==> config.mk <==
export PLATFORM = sky130hd
export DESIGN_NAME = mic_cmd_rx
export DESIGN_NICKNAME = d
export VERILOG_FILES = /design/src/rtl/mic_cmd_rx.sv
export SDC_FILE = /design/constraint.sdc
export NUM_CORES = 1
export LEC_CHECK = 0
export BUFFER_PORTS_ARGS = -buffer_cell sky130_fd_sc_hd__buf_2
export CORE_MARGIN = 2
export CORE_UTILIZATION = 60
export CTS_CLUSTER_SIZE = 10
export DETAILED_ROUTE_END_ITERATION = 8
export GPL_ROUTABILITY_DRIVEN = 0
export PLACE_DENSITY = 0.79
export SETUP_SLACK_MARGIN = 0.15
export SLEW_MARGIN = 5
export SYNTH_ARGS = -nofsm -noshare
export SYNTH_HDL_FRONTEND = slang
export SYNTH_SLANG_ARGS = --single-unit
==> constraint.sdc <==
create_clock -name clk -period 2.8 [get_ports clk]
set_clock_uncertainty 0.05 [all_clocks]
set_input_delay 0.7 -clock clk [delete_from_list [all_inputs] [get_ports clk]]
set_output_delay 0.7 -clock clk [all_outputs]
set_load 0.01 [all_outputs]
==> src/rtl/mic_cmd_rx.sv <==
// mic_cmd_rx: UART (8N1, LSB first) command receiver that turns byte pairs
// into register writes. A byte with bit7=1 is an address (addr = byte[6:0]);
// the next valid byte is the data, and it produces a one-cycle wr_en strobe.
// Bytes with bit7=0 that arrive while no address is pending are fillers and
// are dropped.
//
// Ports:
//   clk        system clock, rising edge
//   rst        asynchronous active-low reset
//   rxd        UART serial input, idle high, asynchronous to clk
//   wr_en      one-cycle register-write strobe
//   wr_addr    7-bit write address, held until the next write
//   wr_data    8-bit write data, held until the next write
//   frame_err  one-cycle pulse when a stop bit samples low
//   tmo_err    one-cycle pulse when a pending address times out
//   busy       high while an address is waiting for its data byte
module mic_cmd_rx #(
  parameter int unsigned BAUD_DIV = 434,
  parameter int unsigned TIMEOUT  = 2000000
) (
  input  logic       clk,
  input  logic       rst,
  input  logic       rxd,
  output logic       wr_en,
  output logic [6:0] wr_addr,
  output logic [7:0] wr_data,
  output logic       frame_err,
  output logic       tmo_err,
  output logic       busy
);

  localparam logic [15:0] HALF_BIT = 16'(BAUD_DIV / 2);
  localparam logic [15:0] FULL_BIT = 16'(BAUD_DIV - 1);
  localparam int          TW       = $clog2(TIMEOUT + 1);
  localparam logic [TW-1:0] TMO_LAST = TW'(TIMEOUT - 1);

  typedef enum logic [1:0] {S_IDLE, S_START, S_DATA, S_STOP} bit_st_e;
  typedef enum logic {P_ADDR, P_DATA} par_st_e;

  // ---------------------------------------------------------------------
  // Synchronizer plus one extra flop for falling-edge detection
  // ---------------------------------------------------------------------
  logic rx_s1_q, rx_s2_q, rx_prev_q;

  always_ff @(posedge clk or negedge rst) begin
    if (!rst) begin
      rx_s1_q   <= 1'b1;
      rx_s2_q   <= 1'b1;
      rx_prev_q <= 1'b1;
    end else begin
      rx_s1_q   <= rxd;
      rx_s2_q   <= rx_s1_q;
      rx_prev_q <= rx_s2_q;
    end
  end

  // ---------------------------------------------------------------------
  // Bit engine
  // ---------------------------------------------------------------------
  bit_st_e     bst_q, bst_d;
  logic [15:0] tmr_q, tmr_d;
  logic [2:0]  bcnt_q, bcnt_d;
  logic [7:0]  sh_q, sh_d;
  logic        brk_q, brk_d;    // stop bit was low; waiting for line to recover
  logic        byte_valid;
  logic        ferr_now;
  logic        tmr_zero;

  assign tmr_zero = (tmr_q == 16'd0);

  always_ff @(posedge clk or negedge rst) begin
    if (!rst) begin
      bst_q  <= S_IDLE;
      tmr_q  <= '0;
      bcnt_q <= '0;
      sh_q   <= '0;
      brk_q  <= 1'b0;
    end else begin
      bst_q  <= bst_d;
      tmr_q  <= tmr_d;
      bcnt_q <= bcnt_d;
      sh_q   <= sh_d;
      brk_q  <= brk_d;
    end
  end

  always_comb begin
    bst_d      = bst_q;
    tmr_d      = tmr_q;
    bcnt_d     = bcnt_q;
    sh_d       = sh_q;
    brk_d      = brk_q;
    byte_valid = 1'b0;
    ferr_now   = 1'b0;
    unique case (bst_q)
      S_IDLE: begin
        if (rx_prev_q && !rx_s2_q) begin
          bst_d = S_START;
          tmr_d = HALF_BIT;
        end
      end
      S_START: begin
        if (tmr_zero) begin
          if (!rx_s2_q) begin
            bst_d  = S_DATA;
            tmr_d  = FULL_BIT;
            bcnt_d = '0;
          end else begin
            bst_d = S_IDLE;     // start bit did not hold to mid-bit: glitch
          end
        end else begin
          tmr_d = tmr_q - 16'd1;
        end
      end
      S_DATA: begin
        if (tmr_zero) begin
          sh_d   = {rx_s2_q, sh_q[7:1]};
          tmr_d  = FULL_BIT;
          bcnt_d = bcnt_q + 3'd1;
          if (bcnt_q == 3'd7) bst_d = S_STOP;
        end else begin
          tmr_d = tmr_q - 16'd1;
        end
      end
      S_STOP: begin
        if (brk_q) begin
          if (rx_s2_q) begin
            bst_d = S_IDLE;
            brk_d = 1'b0;
          end
        end else if (tmr_zero) begin
          if (rx_s2_q) begin
            // Leave at mid-stop so a start bit right after the stop bit is
            // seen as a fresh falling edge.
            byte_valid = 1'b1;
            bst_d      = S_IDLE;
          end else begin
            ferr_now = 1'b1;
            brk_d    = 1'b1;
          end
        end else begin
          tmr_d = tmr_q - 16'd1;
        end
      end
      default: bst_d = S_IDLE;
    endcase
  end

  // ---------------------------------------------------------------------
  // Address/data parser
  // ---------------------------------------------------------------------
  par_st_e       pst_q, pst_d;
  logic [6:0]    addr_q, addr_d;
  logic [TW-1:0] tcnt_q, tcnt_d;
  logic          wr_en_q, wr_en_d;
  logic [6:0]    wr_addr_q, wr_addr_d;
  logic [7:0]    wr_data_q, wr_data_d;
  logic          ferr_q, ferr_d;
  logic          tmo_q, tmo_d;

  always_ff @(posedge clk or negedge rst) begin
    if (!rst) begin
      pst_q     <= P_ADDR;
      addr_q    <= '0;
      tcnt_q    <= '0;
      wr_en_q   <= 1'b0;
      wr_addr_q <= '0;
      wr_data_q <= '0;
      ferr_q    <= 1'b0;
      tmo_q     <= 1'b0;
    end else begin
      pst_q     <= pst_d;
      addr_q    <= addr_d;
      tcnt_q    <= tcnt_d;
      wr_en_q   <= wr_en_d;
      wr_addr_q <= wr_addr_d;
      wr_data_q <= wr_data_d;
      ferr_q    <= ferr_d;
      tmo_q     <= tmo_d;
    end
  end

  always_comb begin
    pst_d     = pst_q;
    addr_d    = addr_q;
    tcnt_d    = tcnt_q;
    wr_en_d   = 1'b0;
    wr_addr_d = wr_addr_q;
    wr_data_d = wr_data_q;
    ferr_d    = ferr_now;
    tmo_d     = 1'b0;
    unique case (pst_q)
      P_ADDR: begin
        tcnt_d = '0;
        if (byte_valid && sh_q[7]) begin
          addr_d = sh_q[6:0];
          pst_d  = P_DATA;
        end
      end
      P_DATA: begin
        tcnt_d = tcnt_q + 1'b1;
        // Byte is checked first so it beats a timeout in the same cycle.
        if (byte_valid) begin
          wr_en_d   = 1'b1;
          wr_addr_d = addr_q;
          wr_data_d = sh_q;
          pst_d     = P_ADDR;
        end else if (ferr_now) begin
          addr_d = '0;
          pst_d  = P_ADDR;
        end else if (tcnt_q == TMO_LAST) begin
          tmo_d  = 1'b1;
          addr_d = '0;
          pst_d  = P_ADDR;
        end
      end
      default: pst_d = P_ADDR;
    endcase
  end

  assign wr_en     = wr_en_q;
  assign wr_addr   = wr_addr_q;
  assign wr_data   = wr_data_q;
  assign frame_err = ferr_q;
  assign tmo_err   = tmo_q;
  assign busy      = (pst_q == P_DATA);

endmodule

# == Yosys cells after proc, flatten, opt, wreduce, memory -nomap -nowiden ==
# Index checks and enable logic that the tools add are counted.
# W data, S select, Z words.
# op_classes
add_sub_neg,3
n_eq_ne,17
muxes,46
bitwise,1
reduce_logical,12
# op_table
cell,count
$mux W16,6
$pmux W16 S4,1
$pmux W21 S2,1
$mux W7,4
$add A21 B1 Y21 const B,1
$eq A21 B21 Y1 const B,1
$mux W1,19
$ne A2 B2 Y1 const B,9
$logic_not A16 Y1,1
$mux W2,8
$sub A16 B1 Y16 const B,1
$pmux W7 S2,1
$mux W3,3
$pmux W2 S4,1
$reduce_and A4 Y1,2
$ne A3 B3 Y1 const B,2
$pmux W3 S2,1
$reduce_and A5 Y1,1
$eq A2 B2 Y1 const B,2
$reduce_and A2 Y1,2
$add A3 B1 Y3 const B,1
$eq A3 B3 Y1 const B,1
$ne A3 B1 Y1 const B,1
$reduce_and A3 Y1,1
7 further kinds,8
# word_totals
register_bits,80
in_bits,3
elab_cells,95

# == Logic depth before layout (Yosys ltp) ==
# depth
ltp_word,7
ltp_mapped,8
ltp_nobuf,7

# == Least setup slack after synthesis ==
# Ideal clock, no wire load.
# synth_timing
kind,reg-to-reg
start,register tmr_q[0]
end,register tmr_q[12]
setup_time_ns,0.078
arrival_ns,1.931
t_required_ns,2.672
setup_slack_ns,0.742
path_stages_with_launch,8
path_cell_list,dfrtp_1 -> inv_1 -> ha_1 -> nor3b_2 -> nand4_1 -> or3_1 -> or4_1 -> a21oi_1
# synth_via
elab_chain_cells,4
elab_cells_between_ends,10
# synth_rtl
item,line,rtl
"start, declared",61,"logic [15:0] tmr_q, tmr_d;"
"start signal, assigned",80,tmr_q <= tmr_d;
$sub A16 B1 Y16,"112, 122, 142",
$mux W16,131,end else if (tmr_zero) begin
$mux W16,126,if (brk_q) begin
$pmux W16 S4,95,unique case (bst_q)
# Parallel ways exist; a longest one is shown, timed or not. The select of a mux whose other input is x is not followed.
# A chain may end at the register's enable or synchronous reset.

# == Worst setup path in the final report ==
# layout_timing
start,register tmr_q[0]
end,register tmr_q[0]
# Same word-level chain as after synthesis.

==> flow_metrics.env <==
export IMPL_grt_pass1_wl_um=13300
export IMPL_slew_viol_final=0
export IMPL_fin_area_um2=4300
export IMPL_wl_per_cell_um=15.6
export IMPL_min_period_ns=2.45
export IMPL_setup_slack_ns=0.352
export IMPL_tightestPinTransition_ns=0.646
export IMPL_crit_fanout=13
export IMPL_core_um2=6280
export IMPL_startpoint_type="flip-flop"
export IMPL_power_mw=3.36
export IMPL_fillers=481
export IMPL_start_util_pct=61.4
export IMPL_max_vdd_ir_drop_v=0.000626
export IMPL_place_inst=469
export IMPL_dp_hpwl_um=5190
export IMPL_clockPowerShare_pct=29.6
export IMPL_cp_end_kind="flip-flop"
export IMPL_synth_main_ff_cell="dfrtp_1"
export IMPL_holdBufCountCts=0
export IMPL_ys_ff_latch=80
export IMPL_finalSetupViolations=0
export IMPL_synth_area_top_cells="dfrtp_1 (50%), o21ai_0 (3.6%), nor2_1 (3.3%)"
export IMPL_yosysTopAreaCellShare_pct=50.0
export IMPL_whs_ns=0.248
export IMPL_grt_pass1_vias=2842
export IMPL_antenna_left=0
export IMPL_crit_type="flip-flop to flip-flop"
export IMPL_drc_errors=0
export IMPL_pwr_share_seq_pct=41.5
export IMPL_p_sw_mw=1.18
export IMPL_hold_class="input pin to async pin"
export IMPL_drt_pass1_iterations=6
export IMPL_grt_max_degree=42
export IMPL_ys_seq_area_share_pct=52.1
export IMPL_numCtsBuffers=9
export IMPL_cp_data_arrival_time_ns=2.64
export IMPL_synth_nets=391
export IMPL_p_int_mw=2.18
export IMPL_cts_setup_buffers=0
export IMPL_drt_iter0_drc=139
export IMPL_grt_setup_unrepaired="false"
export IMPL_ys_types=55
export IMPL_grt_antenna_before_repair=0
export IMPL_hold_viol=0
export IMPL_r2r_cells=7
export IMPL_cts_resized_gates=0
export IMPL_synth_edf_count=0
export IMPL_fmax_mhz=408
export IMPL_overflow=0
export IMPL_synth_area_leader_cell="dfrtp_1"
export IMPL_area_delta_synth_final_pct=11.6
export IMPL_clock_latency_ns=0.36
export IMPL_dpl_cell_area_um2=4060
export IMPL_clk_path_buf_depth=2
export IMPL_vias_per_cell=5.97
export IMPL_die_h_um=84.1
export IMPL_path_clk_slew_ns=0.09
export IMPL_switching_share_pct=35.1
export IMPL_rows=29
export IMPL_n_antenna_cell=0
export IMPL_h_tree_depth=3
export IMPL_ys_warn_count=0
export IMPL_syn_area_um2=3850
export IMPL_root_buffer="clkbuf_8"
export IMPL_slew_limit_headroom_pct=56.5
export IMPL_power_leakage_nw=1.92
export IMPL_die_area_um2=7080
export IMPL_synth_area_per_cell_um2=10.2
export IMPL_wl_um=7550
export IMPL_dpl_worst_slack_ns=0.297
export IMPL_grt_use_total_pct=23.4
export IMPL_required_ns=2.99
export IMPL_status="finished clean"
export IMPL_nets=416
export IMPL_synthCells=378
export IMPL_io_pins=22
export IMPL_fin_crit_sh_pct=87.4
export IMPL_cts_sinks=80
export IMPL_vias=2894
export IMPL_cts_tree="built"
export IMPL_portBuffers=21
export IMPL_fin_util_pct=68.5
export IMPL_die_w_um=84.1
export IMPL_drive_gt1_share_pct=15.2
export IMPL_p_per_area_nw_per_um2=780
export IMPL_comb_power_share_pct=28.9
export IMPL_final_cells=485
export IMPL_max_cap_viol_count=0
export IMPL_setup_tns_ns=0
export IMPL_async_reset_ff_share_pct=100
==> cells in the mapped netlist (9+ instances only) <==
| library cell | number |
|---|---|
| nand2_1 | 29 |
| mux2_1 | 10 |
| a21oi_1 | 20 |
| or3_1 | 9 |
| inv_1 | 22 |
| clkbuf_1 | 9 |
| ha_1 | 10 |
| nand3_1 | 9 |
| o21ai_0 | 28 |
| nor3_1 | 15 |
| dfrtp_1 | 77 |
| nor2_1 | 34 |
| xnor2_1 | 11 |
==> cell type report <==
type	count	area, µm²	area share (%)
Timing Repair Buffer	28	173	4.02
Clock buffer	10	138	3.20
Clock inverter	6	97.6	2.27
Tap cell	77	96.3	2.24
Multi-Input combinational cell	262	1710	39.7
Inverter	22	82.6	1.92
Sequential cell	80	2010	46.6
==> cells by family after synthesis <==
kind of cell	Yosys count	synth area share [%]
buf+inv	36	3.64
compound gates	83	13.6
xor+xnor	14	3.18
simple gates	137	19.1
flops	80	52.1
mux	18	5.23
fa+ha+maj	10	3.25
==> worst paths after layout <==
check,slack (ns),startpoint,to
setup reg to reg,0.35,tmr_q[0],tmr_q[0]
hold reg to reg,0.31,rx_s1_q,rx_s2_q
max in group asynchronous,1.80,rst,rx_s2_q
setup / recovery,0.35,tmr_q[0],tmr_q[0]
hold / removal,0.25,rst,wr_addr[4]
min in group clk,0.31,rx_s1_q,rx_s2_q
==> registers in the layout, summed over array words and instances, names as in the netlist, 3 cells and up, named ones only <==
register	flops
tcnt_q	21
tmr_q	16
addr_q	7
wr_addr	7
wr_data	8
sh_q	8
bcnt_q	3
==> power groups by stage <==
| stage | logic, mW | registers (mW) | clock network (mW) |
|---|---|---|---|
| CTS | 0.957 | 1.39 | 1.01 |
| detailed placement | 0.939 | 1.41 | 0 |
| floorplan | 0.741 | 1.38 | 0 |
| global placement | 0.920 | 1.40 | 0 |
| global route | 1.08 | 1.41 | 1.05 |
| finish | 0.970 | 1.39 | 0.993 |
==> per-layer routing <==
| metal | vias to the layer above | global-route usage (%) | part of all wire (%) |
|---|---|---|---|
| li1 | 1415 | - | - |
| met1 | 1403 | 31.9 | 47 |
| met2 | 64 | 36.0 | 47 |
| met3 | 12 | 6.39 | 4.4 |
| met4 | 0 | 9.24 | 1.6 |
| met5 | - | 0 | 0 |
==> placed cells by master (no fill, tap or decap), types with 3 or more instances in the layout <==
master and count:
a211oi_1 5, a21oi_1 20, a22o_1 3, and3_1 3
buf_2 20, buf_4 7, clkbuf_8 10, dfrtp_1 77
dfstp_2 3, ha_1 10, inv_1 22, mux2_1 10
mux2_2 7, nand2_1 29, nand3_1 9, nand4_1 5
nor2_1 34, nor2b_1 3, nor3_1 15, nor4_1 8
o211ai_1 3, o21ai_0 28, o31ai_1 5, or3_1 9
or4_1 7, xnor2_1 11, xor2_1 3
==> worst max-delay path: stages (launching register included) <==
cell and delay, ns:
dfrtp_1 0.42, inv_1 0.10, ha_1 0.15, nor4b_2 0.31
and4_2 0.46, o21ai_1 0.17, nand2_1 0.30, mux2_2 0.38
(Power assumes the default switching activity.)
